File: config.mk
export PLATFORM = sky130hd
export DESIGN_NAME = div5_arbiter
export DESIGN_NICKNAME = d
export VERILOG_FILES = /design/src/rtl/div5_arbiter.sv
export SDC_FILE = /design/constraint.sdc
export NUM_CORES = 1
export LEC_CHECK = 0
export ABC_AREA = 1
export CORE_ASPECT_RATIO = 0.6
export CORE_MARGIN = 1
export CORE_UTILIZATION = 40
export CTS_CLUSTER_DIAMETER = 120
export DETAILED_ROUTE_END_ITERATION = 12
export PLACE_DENSITY_LB_ADDON = 0.12
export SKIP_CTS_REPAIR_TIMING = 1
export SLEW_MARGIN = 25
export SYNTH_ARGS = -nofsm -noshare
export SYNTH_HDL_FRONTEND = slang
export SYNTH_SLANG_ARGS = --single-unit
File: constraint.sdc
create_clock -name clk -period 13.89 [get_ports clk]
set_input_delay 2.0835 -clock clk [delete_from_list [all_inputs] [get_ports clk]]
set_output_delay 2.0835 -clock clk [all_outputs]
set_load 0.1 [all_outputs]
File: src/rtl/div5_arbiter.sv
// div5_arbiter: four requesters share one combinational divide-by-5 datapath
// through a round-robin arbiter. The result sits in a one-entry registered
// output stage (EMPTY/FULL) with valid/ready handshaking on both sides.
// Optional feature: define DIV5_ARBITER_CHECK_EN to build the sticky chk_err
// self-check (5*Q+R == X and R <= 4 on every load); otherwise chk_err is 0.

// Combinational 16-bit divide-by-5: restoring long division, one quotient
// bit per dividend bit. Bits 15:14 of the quotient are always zero because
// x[15:14] <= 3 < 5, so the division starts with those two bits as the
// partial remainder and only 14 quotient bits are produced.
module div_16_5 (
  input  logic [15:0] x,
  output logic [13:0] q,
  output logic [2:0]  r
);

  logic [2:0] rem;
  logic [3:0] part;

  // Shift in one dividend bit at a time; subtract 5 whenever it fits.
  always_comb begin
    // NOTE: every variable written here gets a default first, so no latch can be inferred.
    q    = '0;
    rem  = {1'b0, x[15:14]};
    part = '0;
    for (int i = 13; i >= 0; i--) begin
      part = {rem, x[i]};
      if (part >= 4'd5) begin
        q[i] = 1'b1;
        rem  = 3'(part - 4'd5);
      end else begin
        rem  = part[2:0];
      end
    end
    r = rem;
  end

endmodule

module div5_arbiter #(
  parameter int NREQ = 4
) (
  input  logic                 clk,
  input  logic                 rst,
  input  logic [NREQ-1:0]      req_valid,
  input  logic [16*NREQ-1:0]   req_X,
  output logic [NREQ-1:0]      req_ready,
  output logic                 rsp_valid,
  output logic [1:0]           rsp_id,
  output logic [13:0]          Q,
  output logic [2:0]           R,
  input  logic                 rsp_ready,
  output logic                 chk_err
);

  typedef enum logic {
    EMPTY = 1'b0,
    FULL  = 1'b1
  } state_t;

  state_t      state;
  state_t      state_nxt;
  logic [1:0]  ptr;
  logic [1:0]  grant_idx;
  logic [1:0]  search_idx;
  logic        grant_any;
  logic        can_load;
  logic        transfer;
  logic [15:0] sel_x;
  logic [13:0] dp_q;
  logic [2:0]  dp_r;

  // Round-robin search: first valid requester at ptr, ptr+1, ... (mod 4).
  always_comb begin
    grant_any  = 1'b0;
    grant_idx  = ptr;
    search_idx = ptr;
    for (int k = 0; k < NREQ; k++) begin
      search_idx = ptr + 2'(k);
      if (!grant_any && req_valid[search_idx]) begin
        grant_any = 1'b1;
        grant_idx = search_idx;
      end
    end
  end

  // The output stage can take a new result when empty or draining this cycle.
  assign can_load = (state == EMPTY) || rsp_ready;

  // Accept is one-hot on the winner, and held off during reset or when full and stalled.
  always_comb begin
    req_ready = '0;
    if (!rst && grant_any && can_load) begin
      req_ready[grant_idx] = 1'b1;
    end
  end

  assign transfer = |req_ready;

  // The single shared divider sees the winner's dividend.
  assign sel_x = req_X[16*grant_idx +: 16];

  div_16_5 u_div (
    .x (sel_x),
    .q (dp_q),
    .r (dp_r)
  );

  // Output-stage next state: load on transfer, drain on rsp_ready without a reload.
  always_comb begin
    state_nxt = state;
    case (state)
      EMPTY:   if (transfer)               state_nxt = FULL;
      FULL:    if (rsp_ready && !transfer) state_nxt = EMPTY;
      default:                             state_nxt = EMPTY;
    endcase
  end

  // Output-stage state register; reset discards any held result.
  always_ff @(posedge clk) begin
    // NOTE: sequential state uses non-blocking assignments so every register samples pre-edge values.
    if (rst) state <= EMPTY;
    else     state <= state_nxt;
  end

  assign rsp_valid = (state == FULL);

  // Capture the result and owner on transfer, and advance the pointer past the winner.
  always_ff @(posedge clk) begin
    if (rst) begin
      ptr    <= 2'd0;
      rsp_id <= 2'd0;
      Q      <= '0;
      R      <= '0;
    end else if (transfer) begin
      ptr    <= grant_idx + 2'd1;
      rsp_id <= grant_idx;
      Q      <= dp_q;
      R      <= dp_r;
    end
  end

`ifdef DIV5_ARBITER_CHECK_EN
  logic [16:0] recon;
  logic        bad_result;

  // 5*Q + R rebuilt from shifts, widened so the sum cannot wrap.
  assign recon      = {1'b0, dp_q, 2'b00} + {3'b000, dp_q} + {14'd0, dp_r};
  assign bad_result = (recon != {1'b0, sel_x}) || (dp_r > 3'd4);

  // Sticky flag: set the cycle after a bad load, cleared only by reset.
  always_ff @(posedge clk) begin
    if (rst)                          chk_err <= 1'b0;
    else if (transfer && bad_result)  chk_err <= 1'b1;
  end
`else
  assign chk_err = 1'b0;
`endif

endmodule

### Word level (Yosys, flattened, before mapping)

Cells that the tools add are included.

| cells by class | value |
|---|---|
| add/subtract/negate cells | 18 |
| $lt $le $gt $ge | 20 |
| shift-type cells | 1 |
| mux-type cells | 49 |
| bitwise gates (word level) | 1 |
| reductions and logical operators | 14 |

Operators by type and width:

| operator | count |
|---|---|
| $shiftx A64 B7 Y16 | 1 |
| $ge A4 B3 Y1 const B | 13 |
| $mux W3 | 14 |
| $sub A3 B3 Y3 const B | 14 |
| $mux W1 | 25 |
| $lt A2 B3 Y1 const B | 5 |
| $bmux W1 S2 | 4 |
| $logic_and A1 B1 Y1 | 7 |
| $mux W2 | 3 |
| $logic_not A1 Y1 | 5 |
| $add A2 B1 Y2 const B | 2 |
| $add A2 B2 Y2 const B | 2 |
| $mux W4 | 1 |
| $reduce_or A4 Y1 | 1 |
| $ge A3 B3 Y1 const B | 1 |
| $demux W1 S2 | 1 |
| $ge A2 B1 Y1 const B | 1 |
| $pmux W1 S2 | 1 |
| $logic_or A1 B1 Y1 | 1 |
| $not A1 Y1 | 1 |

| word-level totals | value |
|---|---|
| bits in registers | 22 |
| output and inout port bits | 25 |
| logic and storage cells | 108 |

### Depth between registers and ports, before layout

Gate-level depths: netlist of run 1.

| depth | value |
|---|---|
| word-level depth | 41 |
| mapped depth | 114 |

### Modules after synthesis

A second synthesis of run 1 with hierarchy kept.

| second synthesis, totals | value |
|---|---|
| cells, all modules | 531 |
| area, all modules | 3256.9 um^2 |

Modules (own cells, without submodules):

| module | instances | cells each | area each (um^2) |
|---|---|---|---|
| div5_arbiter | 1 | 300 | 1726.7 |
| div_16_5 | 1 | 231 | 1530.2 |

### Worst setup path after synthesis of run 1

Ideal clock, no wire load.

| timing path | value |
|---|---|
| kind | input-to-reg |
| start point | input port req_valid[0] |
| end point | register R[1] |
| setup time | 119 ps |
| arrival time | 12223 ps |
| data required time | 13771 ps |
| slack | 1548 ps |
| cell stages on the path | 108 |
| path buffers | 1 |
| path through | inv_1 -> nand2_1 -> nand2_1 -> nand2_1 -> nand2_1 -> nand3_1 -> nand2_1 -> nand2_1 -> nand3_1 -> nand2_4 -> buf_6 -> nand2_1 -> nand2_2 -> ha_1 -> inv_1 -> nand3_2 -> nand2_2 -> nand2_2 -> [72 not listed] -> a21oi_4 -> nand2_2 -> nand2_1 -> nand2_1 -> inv_1 -> ha_1 -> inv_1 -> a21oi_2 -> nand3_1 -> nand2_1 -> inv_1 -> ha_1 -> nand2_1 -> nand3_4 -> nand3_1 -> nand2_1 -> nor2_1 -> nor2_1 |

| between the ends | value |
|---|---|
| cells in the longest elaborated chain, start to end | 41 |

Ends and longest elaborated chain:

| element | line | RTL |
|---|---|---|
| start, declared | 45 | `input logic [NREQ-1:0] req_valid,` |
| $bmux W1 S2 | 80 | `if (!grant_any && req_valid[search_idx]) begin` |
| $mux W1 (implied by the code) | 80 |  |
| $mux W1 | 80 |  |
| $logic_not A1 Y1 | 80 |  |
| $logic_and A1 B1 Y1 | 80 |  |
| $mux W1 | 80 |  |
| $logic_not A1 Y1 | 80 |  |
| $logic_and A1 B1 Y1 | 80 |  |
| [25 not listed] | n/a |  |
| $ge A4 B3 Y1 / $sub A3 B3 Y3 (equally long branches) | 28, 30 |  |
| $mux W3 | 28 | `if (part >= 4'd5) begin` |
| $ge A4 B3 Y1 / $sub A3 B3 Y3 (equally long branches) | 28, 30 |  |
| $mux W3 | 28 |  |
| $ge A4 B3 Y1 / $sub A3 B3 Y3 (equally long branches) | 28, 30 |  |
| $mux W3 | 28 |  |
| $ge A4 B3 Y1 / $sub A3 B3 Y3 (equally long branches) | 28, 30 |  |
| $mux W3 | 28 |  |
| end signal, assigned | 139 | `R <= dp_r;` |
| end, declared | 51 | `output logic [2:0] R,` |

Parallel ways exist; a longest one is shown, timed or not. The select of a mux whose other input is x is not followed.
A chain may end at the register's enable or synchronous reset.

### Final worst setup path of run 1

| timing path | value |
|---|---|
| start point | input port req_valid[3] |
| end point | register R[1] |

Same word-level chain as after synthesis.

==> reports/results.tsv, run 1 <==
metric	value	unit
critical path startpoint category	primary input	
Core Region	8130	um^2
DRC violation count after routing	0	
reg-to-reg startpoint	ptr[0]$_SDFFE_PP0P_	
iteration count of the initial detailed-routing pass	4	
total number of yosys warnings	0	
width of the die	122	um
Most common cell on crit path	nand2_2	
transition at the pin with the smallest max-transition slack	0.992	ns
flops & latches, synth	22	
Slowest-stage cell, CP	or2_2	
total negative setup slack	0	ns
clock transition at the register clock pins on the worst setup and hold paths after CTS	0.06	ns
worst slew margin relative to its limit	33.7	%
number of placement rows	25	
largest net degree at the start of global routing	27	
Mapped Nets	651	
Setup Skew	0.00529	ns
number of nets still failing antenna checks after routing	0	
wire length of the first global-routing pass	15100	um
predominant post-synthesis flop cell	dfxtp_1	
total clock buffers created by CTS	3	
vias after detailed routing	3817	
number of enable flip-flop cells after synthesis	0	
minimum period implied by the final worst setup slack	13.09	ns
highest cell delay on the worst timing path	0.32	ns
number of instances on the worst hold path	2	
cell types with the largest area share after synthesis	nand2_1 (16%), dfxtp_1 (13%), nand2_2 (10%)	
# port buffers	94	
die footprint	9080	um^2
CTS H-tree lvls	1	
data arrival at the endpoint of the critical path	13.24	ns
end point of the most critical hold path	rsp_id[0]$_SDFFE_PP0P_	
total half-perimeter wirelength after legalization and detailed placement	7650	um
Max Cap Viol	0	
share of cells above drive strength 1	26.3	%
number of nets in the final layout	754	
die height	74.2	um
leading area contributor after synthesis	nand2_1	
final core occ	58.5	%
Critical Setup Path Class	primary input to flop	
CTS Buffer Depth	2	
IO Count	96	
maximum fanout count along the critical path	5	
drt initial violations	160	
end of the worst register-to-register path	R[1]$_SDFFE_PP0P_	
number of sinks driven by the clock tree	22	
status	finished, final reports clean	
post-synthesis cell type count	39	
routability congestion estimate from global placement	0.889	
vias in the first global route	3203	
final setup violating endpoints	0	
Via-to-Cell Ratio	4.98	
initial cell density of the core	42.7	%
summed instance area of the synthesized netlist	3480	um^2
TritonCTS clock tree	built	
Syn Area/Cell	6.23	um^2
initial antenna violation count	0	
highest clock frequency the design can meet	76.4	MHz
average wire per cell in the routed design	13.2	um
remaining global-route overflow	0	
number of fillers in the final layout	772	
class of the tightest hold or removal check	flop to flop	
depth of the most critical reg-to-reg path	106	
source-to-sink clock delay at the later pin of the worst-skew pair	0.26	ns
final number of hold-violating endpoints	0	
Clock Root Buffer	clkbuf_16	
proportion of synthesized chip area in sequential cells	12.7	%
Synth-to-Final Area Change	37.0	%
async set-reset flop share out of synthesis	0	%
register-to-register setup slack	1.90	ns
hold path startpoint	rsp_id[0]$_SDFFE_PP0P_	
required arrival time at the worst endpoint	14.04	ns
area share of the largest cell type after synthesis	15.9	%
endpoint type of the worst setup path	flop	
share of the clock period used by the worst path	94.2	%
number of diodes added for antenna fixing	0	
routed wire length	10100	um
all-layer global routing usage	20.8	%
total count of max-transition violations in the final report	0	
cells after synthesis	558	
layout by cell type (no fill, tap or decap), types with 10 or more instances in the layout:
cell type        instances
o21ai_0                 20
buf_4                   21
nand3_1                 50
o21bai_1                13
nand2_1                139
nor2_1                  18
nand3_2                 18
a32oi_1                 11
inv_1                   70
clkdlybuf4s50_1         90
inv_2                   16
a21oi_1                 18
o21ai_1                 10
ha_1                    13
dfxtp_1                 22
nand2_2                 64
area by class of cell:
class | count | area, um^2 | area share (%)
repair buffers | 115 | 1100 | 23.1
inverters | 89 | 338 | 7.10
flip-flops and latches | 22 | 440 | 9.25
well taps | 108 | 135 | 2.84
multi-input cells | 430 | 2670 | 56.1
clock buffers | 3 | 75.1 | 1.58
how the worst max path moves through the flow:
stage | startpoint | endpoint | slack (ns) | cells after the start
2_1_floorplan | req_valid[0] | R[1]$_SDFFE_PP0P_ | 1.55 | 108
3_3_place_gp | req_valid[3] | R[1]$_SDFFE_PP0P_ | 0.23 | 106
5_1_grt | req_valid[3] | R[1]$_SDFFE_PP0P_ | -0.17 | 110
3_5_place_dp | req_valid[3] | R[1]$_SDFFE_PP0P_ | -0.29 | 106
6_report | req_valid[3] | R[1]$_SDFFE_PP0P_ | 0.80 | 106
4_1_cts | req_valid[3] | R[1]$_SDFFE_PP0P_ | -0.07 | 106
synth_stat cells (11+ instances only):
| cell | count |
|---|---|
| nand2_1 | 147 |
| ha_1 | 22 |
| dfxtp_1 | 22 |
| a21oi_1 | 18 |
| a32oi_1 | 11 |
| o21bai_1 | 13 |
| nand3_1 | 58 |
| inv_1 | 76 |
| nor2_1 | 19 |
| o21ai_0 | 20 |
| nand2_2 | 57 |
kinds of logic (layout without fill, tap and decap cells):
group                      count (synthesis)  after routing  synth area share [%]
AOI/OAI and AO/OA                         87             87                  16.9
adders and majority gates                 22             22                  7.92
buffers and inverters                    106            207                  13.6
DFF                                       22             22                  12.7
other                                      1              1                 0.108
and+or+nand+nor                          320            320                  48.8
metal layers:
| layer | track usage, % | routed length, um | up-vias |
|---|---|---|---|
| met5 | 0 | 0 | - |
| met4 | 2.85 | 66 | 0 |
| met3 | 2.22 | 367 | 9 |
| met2 | 31.1 | 4290 | 81 |
| met1 | 32.4 | 5370 | 1729 |
| li1 | - | - | 1998 |
worst max-delay path: cells and delay by family:
family,cells,cell delay (ns)
and+or+nand+nor,66,6.28
buffers and inverters,21,1.51
adders and majority gates,14,2.56
AOI/OAI and AO/OA,5,0.82
sequential cells by signal, summed over array words and instances (netlist names):
signal / flops
Q: 14
rsp_id: 2
R: 3
rsp_valid: 1
ptr: 2
metrics by stage:
step                setup WS (ns)  cells  hold slack (ns)  instance area (um^2)
floorplan                    1.55    558            0.602                  3480
global placement            0.231    750            0.471                  4470
detailed placement         -0.293    750            0.478                  4470
CTS                       -0.0678    753            0.488                  4550
global route               -0.173    767            0.523                  4760
finish                      0.800    767            0.484                  4760
Power of run 1 is left out: the tool's default activity adds up to more than one toggle a clock period on the data nets, which glitch-free logic cannot reach.
==> inputs of run 2 (changes only) <==
==> constraint.sdc (replaced) <==
create_clock -name clk -period 10.55 [get_ports clk]
set_input_delay 1.5825 -clock clk [delete_from_list [all_inputs] [get_ports clk]]
set_output_delay 1.5825 -clock clk [all_outputs]
set_load 0.1 [all_outputs]
==> reports/results.tsv, run 2 (same netlist as run 1, synthesis figures left out) <==
metric	value	unit
status	finished with violations	
violations in the final reports	setup timing	
Core Region	8130	um^2
number of diodes added for antenna fixing	0	
total clock buffers created by CTS	3	
final core occ	73.9	%
Setup Skew	0.00153	ns
Via-to-Cell Ratio	5.03	
routability congestion estimate from global placement	0.825	
cell count after placement	832	
die footprint	9080	um^2
TritonCTS clock tree	built	
iteration count of the initial detailed-routing pass	5	
highest cell delay on the worst timing path	0.25	ns
IO Count	96	
Most common cell on crit path	nand2_2	
class of the tightest hold or removal check	flop to flop	
final setup violating endpoints	5	
number of non-filler instances in the completed layout	861	
Max Cap Viol	0	
number of flip-flops under the largest register name	14	
all-layer global routing usage	24.1	%
vias after detailed routing	4331	
Critical Setup Path Class	primary input to flop	
# port buffers	94	
CTS Buffer Depth	2	
total half-perimeter wirelength after legalization and detailed placement	8960	um
number of sinks driven by the clock tree	22	
required arrival time at the worst endpoint	10.69	ns
largest net degree at the start of global routing	26	
number of nets in the final layout	848	
worst slack at placement	-1.31	ns
initial antenna violation count	0	
die height	74.2	um
transition at the pin with the smallest max-transition slack	0.988	ns
minimum period implied by the final worst setup slack	11.06	ns
average wire per cell in the routed design	13.8	um
drt initial violations	177	
CTS H-tree lvls	1	
width of the die	122	um
highest clock frequency the design can meet	90.4	MHz
clock transition at the register clock pins on the worst setup and hold paths after CTS	0.06	ns
minimum setup slack in the final design	-0.513	ns
total count of max-transition violations in the final report	0	
Slowest-stage cell, CP	or2_4	
number of placement rows	25	
DRC violation count after routing	0	
initial cell density of the core	42.7	%
Clock Root Buffer	clkbuf_16	
share of cells above drive strength 1	46.2	%
endpoint type of the worst setup path	flop	
maximum fanout count along the critical path	7	
number of nets still failing antenna checks after routing	0	
unrepaired setup endpoints after global routing	yes	
cell area after layout	6010	um^2
source-to-sink clock delay at the later pin of the worst-skew pair	0.26	ns
share of the clock period used by the worst path	105	%
leading cell type in the layout, fill and taps excluded	buf_4	
critical path startpoint category	primary input	
worst slew margin relative to its limit	34.0	%
final number of hold-violating endpoints	0	
top flop regs	Q x14, R x3	
routed wire length	11900	um
standard cell area after detailed placement	5350	um^2
vias in the first global route	3823	
register with the highest flop count	Q	
wire length of the first global-routing pass	17700	um
remaining global-route overflow	0	
Synth-to-Final Area Change	72.9	%
top library cells by usage in the layout, fill and taps aside	buf_4 (114), nand2_1 (98), clkdlybuf4s50_1 (90), nand2_2 (84), inv_1 (52)	
data arrival at the endpoint of the critical path	11.21	ns
## run 2: cell count changes in the layout (fill, tap and decap cells not counted), moves of 8 or more
| cell | before | now |
|---|---|---|
| nand3_1 | 50 | 39 |
| inv_1 | 70 | 52 |
| ha_1 | 13 | 5 |
| ha_4 | 0 | 17 |
| inv_4 | 1 | 11 |
| inv_2 | 16 | 25 |
| ha_2 | 9 | 0 |
| buf_4 | 21 | 114 |
| nand2_1 | 139 | 98 |
| nand2_4 | 9 | 30 |
| nand2_2 | 64 | 84 |
## run 2: cell type report
type                       count  area [um^2]
clock buffer                   3         75.1
sequential                    22          440
tap                          108          135
multi-input combinational    430         3180
fill                         613         2120
timing repair buffer         209         1820
inverter                      89          362
## run 2: worst paths after layout
kind | endpoint | depth (start not counted) | slack, ns | start
setup / recovery | R[1]$_SDFFE_PP0P_ | 109 | -0.51 | req_valid[1]
hold / removal | rsp_id[0]$_SDFFE_PP0P_ | 2 | 0.47 | rsp_id[0]$_SDFFE_PP0P_
setup reg to reg | R[1]$_SDFFE_PP0P_ | 107 | 0.08 | ptr[1]$_SDFFE_PP0P_
hold reg to reg | rsp_id[0]$_SDFFE_PP0P_ | 2 | 0.47 | rsp_id[0]$_SDFFE_PP0P_
## run 2: stage by stage
step / hold slack [ns] / setup TNS [ns]
after global routing: 0.503 / -5.15
after detailed placement: 0.461 / -5.99
after CTS: 0.472 / -4.83
final: 0.468 / -2.04
after global placement: 0.455 / -3.67
after floorplan: 0.611 / -1.17
## run 2: critical path, delay by kind of cell
kind	cells	cell delay, ns
AND/OR/NAND/NOR	67	5.41
buffers and inverters	24	1.46
adder cells (fa/ha/maj)	13	1.86
AO/OA/AOI/OAI	5	0.84
## run 2: layer usage
metal	GRT usage (%)	vias to the layer above	wire length [um]
met3	2.68	11	604
li1	-	2185	-
met5	0	-	0
met1	34.0	2018	5600
met2	40.5	117	5590
met4	3.12	0	88
Power of run 2 is left out for the same reason.
